### src/rtl/tmr_vote_sequencer_if.sv
// Handshake and status bundle for tmr_vote_sequencer.
// The slave modport is the sequencer; the master modport is the channel/consumer side.
interface tmr_vote_sequencer_if #(
    parameter int unsigned WIDTH = 8
);
    logic [2:0]       in_valid;
    logic [2:0]       in_ready;
    logic [WIDTH-1:0] in_data_a;
    logic [WIDTH-1:0] in_data_b;
    logic [WIDTH-1:0] in_data_c;
    logic             out_valid;
    logic             out_ready;
    logic [WIDTH-1:0] out_data;
    logic             out_degraded;
    logic [2:0]       mismatch;
    logic             timeout_err;
    logic             vote_err;
    logic [2:0]       fault;
    logic             clear_fault;

    modport master (
        output in_valid, in_data_a, in_data_b, in_data_c, out_ready, clear_fault,
        input  in_ready, out_valid, out_data, out_degraded, mismatch,
               timeout_err, vote_err, fault
    );

    modport slave (
        input  in_valid, in_data_a, in_data_b, in_data_c, out_ready, clear_fault,
        output in_ready, out_valid, out_data, out_degraded, mismatch,
               timeout_err, vote_err, fault
    );
endinterface

### src/rtl/tmr_vote_sequencer.sv
// Collects one word per redundant channel A/B/C, majority-votes them and tracks channel faults.
// Build macro TMR_FAULT_MASK_EN: channels with a set fault flag are sunk and excluded from the vote.
module tmr_vote_sequencer #(
    parameter int unsigned WIDTH     = 8,
    parameter int unsigned TIMEOUT   = 15,
    parameter int unsigned ERR_LIMIT = 3
) (
    input  logic                clk,
    input  logic                rst_n,
    tmr_vote_sequencer_if.slave bus
);
    localparam int unsigned TW  = $clog2(TIMEOUT + 1);
    localparam int unsigned CWR = $clog2(ERR_LIMIT + 1);
    localparam int unsigned CW  = (CWR < 2) ? 2 : CWR;

    typedef enum logic [1:0] {S_IDLE, S_COLLECT, S_VOTE, S_HOLD} state_e;

    function automatic logic [1:0] popcount3(input logic [2:0] v);
        return 2'(v[0]) + 2'(v[1]) + 2'(v[2]);
    endfunction

    state_e           state_q, state_d;
    logic [2:0]       captured_q, captured_d;
    logic [TW-1:0]    timer_q, timer_d;
    logic [WIDTH-1:0] word_q [3];
    logic [WIDTH-1:0] word_d [3];
    logic             vote_degr_q, vote_degr_d;
    logic [CW-1:0]    err_cnt_q [3];
    logic [CW-1:0]    err_cnt_d [3];

    logic [2:0]       in_ready_q, in_ready_d;
    logic             out_valid_q, out_valid_d;
    logic [WIDTH-1:0] out_data_q, out_data_d;
    logic             out_degraded_q, out_degraded_d;
    logic [2:0]       mismatch_q, mismatch_d;
    logic             timeout_err_q, timeout_err_d;
    logic             vote_err_q, vote_err_d;
    logic [2:0]       fault_q, fault_d;

    logic [2:0]       mask_c, mask_d;
    logic [2:0]       acc_c, cap_nx_c;
    logic [1:0]       n_cap_c;
    logic             collecting_c, complete_c, expired_c, resolve_c;
    logic             pair_eq_c, go_vote_c;
    logic [WIDTH-1:0] vote_c;

`ifdef TMR_FAULT_MASK_EN
    assign mask_c = fault_q;
    assign mask_d = fault_d;
`else
    assign mask_c = 3'b000;
    assign mask_d = 3'b000;
`endif

    // Set resolution: a set closes when every unmasked channel is in, or on timeout.
    assign collecting_c = (state_q == S_IDLE) || (state_q == S_COLLECT);
    assign acc_c        = bus.in_valid & in_ready_q & ~mask_c;
    assign cap_nx_c     = captured_q | acc_c;
    assign n_cap_c      = popcount3(cap_nx_c);
    assign complete_c   = ((cap_nx_c | mask_c) == 3'b111) && (popcount3(mask_c) < 2'd2);
    assign expired_c    = (state_q == S_COLLECT) && (timer_q == TW'(TIMEOUT));
    assign resolve_c    = collecting_c && ((|acc_c) || (state_q == S_COLLECT))
                          && (complete_c || expired_c);
    assign go_vote_c    = resolve_c && ((n_cap_c == 2'd3) || ((n_cap_c == 2'd2) && pair_eq_c));
    assign vote_c       = (word_q[0] & word_q[1]) | (word_q[1] & word_q[2]) | (word_q[0] & word_q[2]);

    always_comb begin
        for (int i = 0; i < 3; i++) word_d[i] = word_q[i];
        if (acc_c[0]) word_d[0] = bus.in_data_a;
        if (acc_c[1]) word_d[1] = bus.in_data_b;
        if (acc_c[2]) word_d[2] = bus.in_data_c;
    end

    always_comb begin
        pair_eq_c = 1'b0;
        case (cap_nx_c)
            3'b011:  pair_eq_c = (word_d[0] == word_d[1]);
            3'b101:  pair_eq_c = (word_d[0] == word_d[2]);
            3'b110:  pair_eq_c = (word_d[1] == word_d[2]);
            default: pair_eq_c = 1'b0;
        endcase
    end

    // Next-state logic.
    always_comb begin
        state_d = state_q;
        case (state_q)
            S_IDLE: begin
                if (resolve_c)   state_d = go_vote_c ? S_VOTE : S_IDLE;
                else if (|acc_c) state_d = S_COLLECT;
            end
            S_COLLECT: if (resolve_c) state_d = go_vote_c ? S_VOTE : S_IDLE;
            S_VOTE:    state_d = S_HOLD;
            S_HOLD:    if (bus.out_ready) state_d = S_IDLE;
            default:   state_d = S_IDLE;
        endcase
    end

    // Datapath and registered outputs.
    always_comb begin
        captured_d     = 3'b000;
        timer_d        = '0;
        vote_degr_d    = vote_degr_q;
        out_data_d     = out_data_q;
        out_degraded_d = out_degraded_q;
        mismatch_d     = mismatch_q;
        fault_d        = fault_q;
        for (int i = 0; i < 3; i++) err_cnt_d[i] = err_cnt_q[i];
        timeout_err_d  = resolve_c && (n_cap_c < 2'd2);
        vote_err_d     = resolve_c && (n_cap_c == 2'd2) && !pair_eq_c;
        out_valid_d    = (state_d == S_HOLD);

        if (collecting_c) begin
            captured_d  = (state_d == S_IDLE) ? 3'b000 : cap_nx_c;
            vote_degr_d = (n_cap_c != 2'd3);
            if ((state_q == S_COLLECT) && (state_d == S_COLLECT)) timer_d = timer_q + TW'(1);
        end

        if (state_q == S_VOTE) begin
            if (vote_degr_q) begin
                out_data_d     = captured_q[0] ? word_q[0] : word_q[1];
                out_degraded_d = 1'b1;
                mismatch_d     = ~captured_q;
            end else begin
                out_data_d     = vote_c;
                out_degraded_d = 1'b0;
                for (int i = 0; i < 3; i++) mismatch_d[i] = (word_q[i] != vote_c);
            end
            for (int i = 0; i < 3; i++) begin
                if (!mismatch_d[i])                        err_cnt_d[i] = '0;
                else if (err_cnt_q[i] < CW'(ERR_LIMIT))    err_cnt_d[i] = err_cnt_q[i] + CW'(1);
                if (err_cnt_d[i] == CW'(ERR_LIMIT))        fault_d[i]   = 1'b1;
            end
        end

        // A clear in the same cycle as an increment takes priority.
        if (bus.clear_fault) begin
            fault_d = 3'b000;
            for (int i = 0; i < 3; i++) err_cnt_d[i] = '0;
        end

        case (state_d)
            S_IDLE:    in_ready_d = 3'b111;
            S_COLLECT: in_ready_d = ~captured_d | mask_d;
            default:   in_ready_d = 3'b000;
        endcase
    end

    always_ff @(posedge clk or negedge rst_n) begin
        if (!rst_n) state_q <= S_IDLE;
        else        state_q <= state_d;
    end

    always_ff @(posedge clk or negedge rst_n) begin
        if (!rst_n) begin
            captured_q     <= 3'b000;
            timer_q        <= '0;
            vote_degr_q    <= 1'b0;
            in_ready_q     <= 3'b111;
            out_valid_q    <= 1'b0;
            out_data_q     <= '0;
            out_degraded_q <= 1'b0;
            mismatch_q     <= 3'b000;
            timeout_err_q  <= 1'b0;
            vote_err_q     <= 1'b0;
            fault_q        <= 3'b000;
            for (int i = 0; i < 3; i++) begin
                word_q[i]    <= '0;
                err_cnt_q[i] <= '0;
            end
        end else begin
            captured_q     <= captured_d;
            timer_q        <= timer_d;
            vote_degr_q    <= vote_degr_d;
            in_ready_q     <= in_ready_d;
            out_valid_q    <= out_valid_d;
            out_data_q     <= out_data_d;
            out_degraded_q <= out_degraded_d;
            mismatch_q     <= mismatch_d;
            timeout_err_q  <= timeout_err_d;
            vote_err_q     <= vote_err_d;
            fault_q        <= fault_d;
            for (int i = 0; i < 3; i++) begin
                word_q[i]    <= word_d[i];
                err_cnt_q[i] <= err_cnt_d[i];
            end
        end
    end

    assign bus.in_ready     = in_ready_q;
    assign bus.out_valid    = out_valid_q;
    assign bus.out_data     = out_data_q;
    assign bus.out_degraded = out_degraded_q;
    assign bus.mismatch     = mismatch_q;
    assign bus.timeout_err  = timeout_err_q;
    assign bus.vote_err     = vote_err_q;
    assign bus.fault        = fault_q;
endmodule

### src/flat_wrapper.sv
// flat-port wrapper written by rule: the top's interface ports become plain ports
module tmr_vote_sequencer_flat 
#(
    parameter int unsigned WIDTH     = 8,
    parameter int unsigned TIMEOUT   = 15,
    parameter int unsigned ERR_LIMIT = 3
)
  (clk, rst_n, bus_in_valid, bus_in_data_a, bus_in_data_b, bus_in_data_c, bus_out_ready, bus_clear_fault, bus_in_ready, bus_out_valid, bus_out_data, bus_out_degraded, bus_mismatch, bus_timeout_err, bus_vote_err, bus_fault);
  tmr_vote_sequencer_if #(.WIDTH(WIDTH)) bus_i ();
  input  logic clk;
  input  logic rst_n;
  input wire logic [$bits(bus_i.in_valid)-1:0] bus_in_valid;
  input wire logic [$bits(bus_i.in_data_a)-1:0] bus_in_data_a;
  input wire logic [$bits(bus_i.in_data_b)-1:0] bus_in_data_b;
  input wire logic [$bits(bus_i.in_data_c)-1:0] bus_in_data_c;
  input wire logic [$bits(bus_i.out_ready)-1:0] bus_out_ready;
  input wire logic [$bits(bus_i.clear_fault)-1:0] bus_clear_fault;
  output wire logic [$bits(bus_i.in_ready)-1:0] bus_in_ready;
  output wire logic [$bits(bus_i.out_valid)-1:0] bus_out_valid;
  output wire logic [$bits(bus_i.out_data)-1:0] bus_out_data;
  output wire logic [$bits(bus_i.out_degraded)-1:0] bus_out_degraded;
  output wire logic [$bits(bus_i.mismatch)-1:0] bus_mismatch;
  output wire logic [$bits(bus_i.timeout_err)-1:0] bus_timeout_err;
  output wire logic [$bits(bus_i.vote_err)-1:0] bus_vote_err;
  output wire logic [$bits(bus_i.fault)-1:0] bus_fault;
  assign bus_i.in_valid = bus_in_valid;
  assign bus_i.in_data_a = bus_in_data_a;
  assign bus_i.in_data_b = bus_in_data_b;
  assign bus_i.in_data_c = bus_in_data_c;
  assign bus_i.out_ready = bus_out_ready;
  assign bus_i.clear_fault = bus_clear_fault;
  assign bus_in_ready = bus_i.in_ready;
  assign bus_out_valid = bus_i.out_valid;
  assign bus_out_data = bus_i.out_data;
  assign bus_out_degraded = bus_i.out_degraded;
  assign bus_mismatch = bus_i.mismatch;
  assign bus_timeout_err = bus_i.timeout_err;
  assign bus_vote_err = bus_i.vote_err;
  assign bus_fault = bus_i.fault;
  tmr_vote_sequencer #(.WIDTH(WIDTH), .TIMEOUT(TIMEOUT), .ERR_LIMIT(ERR_LIMIT)) u_core (.clk(clk), .rst_n(rst_n), .bus(bus_i));
endmodule
### config.mk
export PLATFORM = sky130hd
export DESIGN_NAME = tmr_vote_sequencer_flat
export DESIGN_NICKNAME = d
export VERILOG_FILES = /design/src/rtl/tmr_vote_sequencer_if.sv /design/src/rtl/tmr_vote_sequencer.sv /design/src/flat_wrapper.sv
export SDC_FILE = /design/constraint.sdc
export NUM_CORES = 1
export LEC_CHECK = 0
export BUFFER_PORTS_ARGS = -buffer_cell sky130_fd_sc_hd__buf_4
export CORE_MARGIN = 5
export CORE_UTILIZATION = 30
export CTS_BUF_LIST = sky130_fd_sc_hd__clkbuf_4 sky130_fd_sc_hd__clkbuf_8
export DETAILED_ROUTE_END_ITERATION = 8
export HOLD_SLACK_MARGIN = 0.03
export PLACE_DENSITY = 0.51
export REMOVE_ABC_BUFFERS = 1
export SLEW_MARGIN = 20
export SYNTH_ARGS = -nofsm -noshare
export SYNTH_HDL_FRONTEND = slang
export SYNTH_SLANG_ARGS = --single-unit
export TNS_END_PERCENT = 30
### constraint.sdc
create_clock -name clk -period 2.2 [get_ports clk]
set_input_delay 0.11 -clock clk [delete_from_list [all_inputs] [get_ports clk]]
set_output_delay 0.11 -clock clk [all_outputs]
set_load 0.02 [all_outputs]
# Yosys cells after proc, flatten, opt, wreduce, memory -nomap -nowiden
# Index checks and enable logic that the tools add are counted.
totals:
  regBits: 61
  input_bits: 31
  out_inout_bits: 21
  elab_cells: 121
classes:
  add_sub_neg: 6
  magnitude_cmp: 4
  eq_ne: 22
  muxes: 36
  n_bitwise: 9
  reduce_logical: 24
op_table:
  columns: ["operator", "count"]
  rows:
  - ["$mux 8", 5]
  - ["$mux 2", 14]
  - ["$and 8x8->8", 3]
  - ["$eq 8x8->1", 3]
  - ["$ne 8x8->1", 3]
  - ["$mux 3", 6]
  - ["$eq 2x2->1 const B", 8]
  - ["$or 8x8->8", 2]
  - ["$mux 6", 2]
  - ["$eq 3x3->1 const B", 3]
  - ["$logic_and 1x1->1", 9]
  - ["$lt 2x2->1 const B", 4]
  - ["$mux 4", 2]
  - ["$pmux 2 s4", 1]
  - ["$reduce_bool 2->1", 4]
  - ["$add 2x1->2 const B", 3]
  - ["$not 3->3", 2]
  - ["$pmux 3 s2", 1]
  - ["$reduce_and 2->1", 3]
  - ["$add 4x1->4 const B", 1]
  - ["$eq 2x1->1 const B", 2]
  - ["$eq 4x4->1 const B", 1]
  - ["$logic_not 2->1", 2]
  - ["$logic_or 1x1->1", 4]
  - ["other kinds (10)", 13]

# Depth between registers and ports, before layout
# Gate-level depths: netlist (run 1).
logic_depth:
  depth_word: 16
  depth_mapped: 8
  mapped_depth_nobuf: 8

# Worst setup path after synthesis (run 1)
# Ideal clock, no wire load.
synth_path:
  path_kind: "register to register"
  from: "register u_core.in_ready_q[1], in the netlist u_core.bus.in_ready[1]"
  to: "register u_core.state_q[1]"
  setup_ps: 64
  arrival_time_ps: 2321
  t_required_ps: 2136
  path_slack_ps: -185
  stages_incl_launch_ff: 9
  path_buffers: 0
  synth_period_minus_slack_ps: 2385
  cell_sequence: "dfstp_2 -> a21o_1 -> inv_1 -> nor3_4 -> mux2i_1 -> o22ai_1 -> a2111oi_1 -> a31o_2 -> a21o_1"
synth_between:
  elab_chain_cells: 11
  elab_cells_between_ends: 27
  classes_between: "2 x add/sub; 8 x eq/ne; 7 x mux; 2 x bitwise; 8 x reduce/logical"
synth_lines:
  columns: ["item", "line_no", "rtl"]
  rows:
  - ["start, declared", "tmr_vote_sequencer.sv:31", "logic [2:0] in_ready_q, in_ready_d;"]
  - ["start signal, assigned", "tmr_vote_sequencer.sv:175", "in_ready_q <= in_ready_d;"]
  - ["$and 3x3->3 (*)", "tmr_vote_sequencer.sv:57", "assign acc_c = bus.in_valid & in_ready_q & ~mask_c;"]
  - ["$or 3x3->3", "tmr_vote_sequencer.sv:58", "assign cap_nx_c = captured_q | acc_c;"]
  - ["$add 1x1->2", "tmr_vote_sequencer.sv:19", "return 2'(v[0]) + 2'(v[1]) + 2'(v[2]);"]
  - ["$add 2x1->2", "tmr_vote_sequencer.sv:19", null]
  - ["$eq 2x2->1", "tmr_vote_sequencer.sv:64", "assign go_vote_c = resolve_c && ((n_cap_c == 2'd3) || ((n_cap_c == 2'd2) && pair_eq_c));"]
  - ["$logic_and 1x1->1", "tmr_vote_sequencer.sv:64", null]
  - ["$logic_or 1x1->1", "tmr_vote_sequencer.sv:64", null]
  - ["$logic_and 1x1->1", "tmr_vote_sequencer.sv:64", null]
  - ["$mux 2", "tmr_vote_sequencer.sv:89, tmr_vote_sequencer.sv:92", null]
  - ["$mux 2, on equally long branches", "tmr_vote_sequencer.sv:92, tmr_vote_sequencer.sv:89", null]
  - ["$pmux 2 s4 (*)", "tmr_vote_sequencer.sv:87", "case (state_q)"]
  - ["net u_core.state_d[1]", "tmr_vote_sequencer.sv:22", "state_e state_q, state_d;"]
  - ["end signal, assigned", "tmr_vote_sequencer.sv:151", "else state_q <= state_d;"]
  - ["end, declared", "tmr_vote_sequencer.sv:22", null]
# Mark *: on every way through the listed nets, which the timed path passes. The rest lies on a longest branch.
# A chain may end at the register's enable or synchronous reset.

# Final worst setup path (run 1)
layout_path:
  from: "register u_core.in_ready_q[0], in the netlist u_core.bus.in_ready[0]"
  to: "register u_core.state_q[1]"
# Same word-level chain as after synthesis.

==> flow_summary.yaml, run 1 <==
timing:
  max_freq_mhz: 452.8
  min_period_ns: 2.208
  relSlewSlack: 0.4831
  fin_ws_ns: -0.008416
  fin_skew_ns: 0.01059
  drv_slew: 0
  rsz0062_at_grt: "true"
  fin_crit_sh: 1.004
  worst_slew_pin_slew_ns: 0.7754
  setup_tns_ns: -0.01125
  setup_viol: 2
  hold_viol: 0
detailed_routing:
  drc_errors: 0
  dr.pass1.iters: 4
  viasPerCell: 5.189
  drt_iter0_drc: 179
  wl_um: 10620
  ant_nets: 0
  wire_per_inst_um: 16.85
  vias: 3269
setup_path:
  cpMaxStageDelayCell: "dfstp_2"
  end_kind: "register"
  path_max_fanout: 9
  path_buf_inv: 0
  worst_ep_required_time_ns: 2.49
  critical_path_arrival_ns: 2.50
  slowest_delay_ns: 0.55
  crit_start: "u_core.bus.in_ready[0]$_DFF_PN1_"
  critPathLaunchType: "register"
  crit_type: "register to register"
  r2r-start: "u_core.bus.in_ready[0]$_DFF_PN1_"
  timing.critical_path.cells: "nand2_2 > mux2i_2 > mux2i_1 > a2111oi_4 > a31o_4 > a21o_1"
  crit_family: "compound AO/OA/AOI/OAI gates"
global_route:
  use_met1: 0.1999
  antenna_found_initial: 0
  gr-usage-met2: 0.2487
  grt_use_met3: 0.04059
  grt_pass1_wl_um: 17140
  grt_use_total: 0.1532
  grt-ovfl-total: 0
  grt_max_degree: 62
  first_global_vias: 3256
  busiest_layer: "met2"
synth:
  netlist_area_um2: 3547
  synth_warnings: 0
  synth_edf_count: 0
  ys_ff_latch: 61
  synth_top_area_cell: "dfrtp_1"
  syn_inst: 392
  netlist_top_cells_count: "dfrtp_1 (58), nand2_1 (39), inv_1 (27), nor2_1 (27), a21oi_1 (24)"
  synth_most_common_cell: "dfrtp_1"
  ys.flop_type: "dfrtp_1"
  ys_types: 50
  synthArstFlopShare: 1.000
  yosysSeqAreaShare: 0.4314
  post_synth.cell_area_avg_um2: 9.049
  synth_top_area_frac: 0.4092
  ys_top_cells_by_area: "dfrtp_1 (41%), mux2i_1 (5.4%), nand2_1 (4.1%)"
place:
  portBuffers: 51
  dp_hpwl_um: 7855
  place.gp.congestion: 0.8371
floorplanning:
  die_w_um: 118.7
  fp.dieArea_um2: 14100
  initial_core_util: 0.3080
  core_um2: 11520
  ios: 52
  rows: 39
  fp.dieH_um: 118.7
pwr:
  vdd_ir_drop_max_mv: 0.6305
  power.density_nw_per_um2: 1636
  power.leakage_nw: 2.220
clocking:
  cts_buffers: 9
  insertion_delay_ns: 0.35
  clkSinkCount: 61
  tritoncts: "built"
  clkTransAtPathRegs_ns: 0.07
  root_buffer: "clkbuf_8"
  clockBufferDepth: 2
  htree_num_levels: 3
flow_run:
  max_cap_viol_count: 0
finish:
  antenna_cells: 0
  nFillCells: 1160
  multi_input_area_um2: 1998
  fin_nets: 515
  syn_to_final_growth_pct: 35.41
  drive_gt1_frac: 0.3244
  final-seq-area_um2: 1530
  final_util: 0.4171
hold_path:
  hold_class: "input pin to register"
  min_from: "bus_in_data_b[1]"
outcome:
  status: "complete, but fails checks"
  violations: "negative setup slack"
## cell families (layout without fill, tap and decap cells)
kind of cell	count (synthesis)	count (layout)	synth area share
DFF	61	61	0.4314
xor gates and xnor gates	13	13	0.03210
and+or+nand+nor	150	150	0.2275
buffers and inverters	48	143	0.05079
adders and majority gates	2	2	0.009171
muxes	27	27	0.07972
AOI/OAI and AO/OA	91	91	0.1693
## repair_timing
| action | in CTS | in global routing |
|---|---|---|
| gates resized for setup | 13 | 22 |
| pin swaps | 12 | 7 |
| buffers inserted | 3 | 1 |
| endpoints found under the hold margin | 68 | 0 |
| setup endpoints to repair | 8 | 10 |
| hold buffers | 3 | 0 |
## where the power goes
group	leakage, nW	switching (mW)	internal, mW
Combinational	1.34	2.36	2.10
Clock	0.120	0.454	0.709
Sequential	0.758	0.637	1.59
## cell usage in the layout (no fill, tap or decap), types with 11 or more instances in the layout
cell      netlist  layout
nand2b_1       15      15
nor2_1         27      27
nand3_1        14      12
a21oi_1        24      24
buf_4           0      93
nand2_1        39      39
o21ai_0        15      15
clkbuf_8        0      11
dfrtp_1        58      58
inv_1          27      26
## routing by layer
layer / routed length (um) / up-vias
li1: - / 1584
met4: 180 / 0
met1: 4776 / 1584
met2: 5064 / 84
met5: 0 / -
met3: 595 / 17
## final cells by class
class | instances | area share
clock buffers | 12 | 0.03308
clock inverters | 4 | 0.01459
inverters | 28 | 0.02188
multi-input cells | 283 | 0.4160
flip-flops and latches | 61 | 0.3186
well taps | 143 | 0.03725
repair buffers | 99 | 0.1586
## per-stage QoR
step                      total power [mW]  cell area, um^2  setup slack, ns  hold slack, ns  std cells
after floorplan                      4.533             3472          -0.1852         -0.1856        372
after global placement               6.174             4357         -0.07424          0.2569        609
after CTS                            7.542             4673        0.0003599         0.03043        629
after detailed placement             6.214             4357          -0.1695          0.2534        609
after global routing                 8.448             4803          -0.1087         0.03588        630
final                                7.858             4803        -0.008416         0.03868        630
## registers in the layout, summed over array words and instances (netlist names), 2 cells and up
signal / cells
u_core.captured_q: 3
u_core.word_q: 24
u_core.timer_q: 4
u_core.state_q: 2
u_core.bus.mismatch: 3
u_core.bus.in_ready: 3
u_core.err_cnt_q: 6
u_core.bus.out_data: 8
u_core.bus.fault: 3
## worst register-to-register path, delay by kind of cell (launching register included)
family,cells,cell delay (ns)
DFF,1,0.55
and+or+nand+nor,1,0.17
muxes,2,0.67
AOI/OAI and AO/OA,3,0.76
## final timing paths
| kind | end | depth (start not counted) | slack (ns) |
|---|---|---|---|
| min reg2reg | u_core.timer_q[0]$_DFF_PN0_ | 1 | 0.46 |
| min | u_core.word_q[9]$_DFF_PN0_ | 2 | 0.04 |
| max | u_core.state_q[1]$_DFF_PN0_ | 6 | -0.008 |
| max reg2reg | u_core.state_q[1]$_DFF_PN0_ | 6 | -0.008 |
| min in group asynchronous | u_core.bus.out_degraded$_DFFE_PN0P_ | 2 | 0.38 |
| max in group asynchronous | u_core.word_q[3]$_DFF_PN0_ | 2 | 1.29 |
Note: power is estimated with default switching activity, not from simulation.
==> run 2, diff against run 1 <==
--- a/config.mk
+++ b/config.mk
@@ -12,6 +12,7 @@
 export DETAILED_ROUTE_END_ITERATION = 8
 export HOLD_SLACK_MARGIN = 0.03
 export PLACE_DENSITY = 0.51
+export RECOVER_POWER = 50
 export REMOVE_ABC_BUFFERS = 1
 export SLEW_MARGIN = 20
 export SYNTH_ARGS = -nofsm -noshare
==> run 2 against run 1 <==
The flow finishes with violations (max-capacitance violations, max-slew violations, negative setup slack); clock power about the same; wire length up 0.23%; global-route usage unchanged; clock-buffer cell count unchanged; sequential cell count unchanged; cell count unchanged; sequential share of layout area up 0.47 points; critical endpoint unchanged; total power down 1.2%.
==> flow_summary.yaml, run 2 (synthesized netlist as in run 1, its figures left out) <==
outcome:
  status: "complete, but fails checks"
  violations: "max-capacitance violations, max-slew violations, negative setup slack"
timing:
  fin_ws_ns: -0.02293
  worst_slew_pin_slew_ns: 1.516
  rsz0062_at_grt: "true"
  setup_tns_ns: -0.05527
  relSlewSlack: -0.01065
  fin_crit_sh: 1.010
  drv_slew: 62
  min_period_ns: 2.223
  max_freq_mhz: 449.9
  fin_skew_ns: 0.009776
  setup_viol: 5
  hold_viol: 0
setup_path:
  reg2reg_slack_ns: -0.02
  crit_type: "register to register"
  crit_family: "compound AO/OA/AOI/OAI gates"
  path_max_fanout: 9
  cpMaxStageDelayCell: "dfstp_2"
  timing.critical_path.cells: "nand2_2 > mux2i_2 > mux2i_1 > a2111oi_4 > a31o_4 > a21o_1"
  end_kind: "register"
  path_buf_inv: 0
  worst_ep_required_time_ns: 2.49
  critical_path_arrival_ns: 2.52
  slowest_delay_ns: 0.55
  critPathLaunchType: "register"
hold_path:
  hold_class: "input pin to register"
pwr:
  clkPwrFrac: 0.150
  intPower_mw: 4.312
  seqPwrFrac: 0.287
  finalPower_mw: 7.766
  p_sw_mw: 3.454
  switching_share: 0.4447
  power.density_nw_per_um2: 1641
  power.leakage_nw: 2.147
  vdd_ir_drop_max_mv: 0.6162
  pwr-share-comb: 0.564
finish:
  final_util: 0.4110
  top_register: "u_core.word_q"
  antenna_cells: 0
  design_area_um2: 4733
  fin_nets: 515
  drive_gt1_frac: 0.2875
  largest_reg_flops: 24
  final_common_cell: "buf_4"
  final_cell_mix: "buf_4 (74), dfrtp_1 (58), nand2_1 (39)"
  syn_to_final_growth_pct: 33.44
  nFillCells: 1185
clocking:
  insertion_delay_ns: 0.35
  root_buffer: "clkbuf_8"
  tritoncts: "built"
  htree_num_levels: 3
  clkTransAtPathRegs_ns: 0.07
  clkSinkCount: 61
  cts_buffers: 9
  clockBufferDepth: 2
place:
  place.gp.congestion: 0.8371
  place_area_um2: 4357
  dp_hpwl_um: 7855
  portBuffers: 51
flow_run:
  max_cap_viol_count: 1
detailed_routing:
  wl_met1_um: 4713
  drc_errors: 0
  ant_nets: 0
  wl_met3_um: 637
  drt_iter0_drc: 164
  wire_per_inst_um: 16.89
  viasPerCell: 5.232
  vias: 3296
  dr.pass1.iters: 5
  top_layer_used: "met4"
  wl_um: 10640
  wl_met2_um: 5064
global_route:
  grt_max_degree: 62
  grt-ovfl-total: 0
  first_global_vias: 3256
  grt_use_total: 0.1532
  antenna_found_initial: 0
  grt_pass1_wl_um: 17140
floorplanning:
  fp.dieH_um: 118.7
  core_um2: 11520
  fp.dieArea_um2: 14100
  rows: 39
  die_w_um: 118.7
  ios: 52
  initial_core_util: 0.3080
[run 2: stage by stage]
step	instances	hold slack, ns	setup WS, ns
2_1_floorplan	372	-0.1856	-0.1852
3_3_place_gp	609	0.2569	-0.07424
3_5_place_dp	609	0.2534	-0.1695
4_1_cts	629	0.03043	0.0003599
5_1_grt	630	0.03588	-0.1087
6_report	630	0.04435	-0.02293
[run 2: layout make-up]
type                            count  area [um^2]  share of cell area
Multi-Input combinational cell    283         1998              0.4222
Sequential cell                    61         1530              0.3233
Timing Repair Buffer               99        691.9              0.1462
Tap cell                          143        178.9             0.03780
Clock buffer                       12        158.9             0.03357
Inverter                           28        105.1             0.02220
Clock inverter                      4        70.07             0.01480
[run 2: worst reg2reg max path, stage by stage (launching register included)]
cell	delay, ns
dfstp_2	0.55
nand2_2	0.17
mux2i_2	0.42
mux2i_1	0.26
a2111oi_4	0.41
a31o_4	0.24
a21o_1	0.11
[run 2: timing repair]
action / in CTS / in global routing
endpoints found under the setup margin: 8 / 10
cloned: 0 / 0
buffers inserted: 3 / 1
hold buffers: 3 / 0
pin swaps: 12 / 7
endpoints found under the hold margin: 68 / 0
gates resized for setup: 13 / 22
[run 2: path summary, 6_finish.rpt]
kind,from,end,depth (start not counted)
max in group asynchronous,rst_n,u_core.word_q[3]$_DFF_PN0_,2
min,bus_in_data_b[1],u_core.word_q[9]$_DFF_PN0_,2
min in group asynchronous,rst_n,u_core.bus.out_degraded$_DFFE_PN0P_,2
max,u_core.bus.in_ready[0]$_DFF_PN1_,u_core.state_q[1]$_DFF_PN0_,6
max reg2reg,u_core.bus.in_ready[0]$_DFF_PN1_,u_core.state_q[1]$_DFF_PN0_,6
min reg2reg,u_core.timer_q[0]$_DFF_PN0_,u_core.timer_q[0]$_DFF_PN0_,1
[run 2: metal layers]
layer,track usage,up-vias
li1,-,1585
met1,0.1999,1595
met2,0.2487,96
met3,0.04059,20
met4,0.04779,0
met5,0,-
[run 2: power groups by stage]
stage | clock network (mW) | logic (mW) | registers, mW
2_1_floorplan | 0 | 2.26 | 2.27
3_3_place_gp | 0 | 3.97 | 2.20
3_5_place_dp | 0 | 3.99 | 2.22
4_1_cts | 1.19 | 4.14 | 2.21
5_1_grt | 1.24 | 4.79 | 2.32
6_report | 1.16 | 4.38 | 2.23
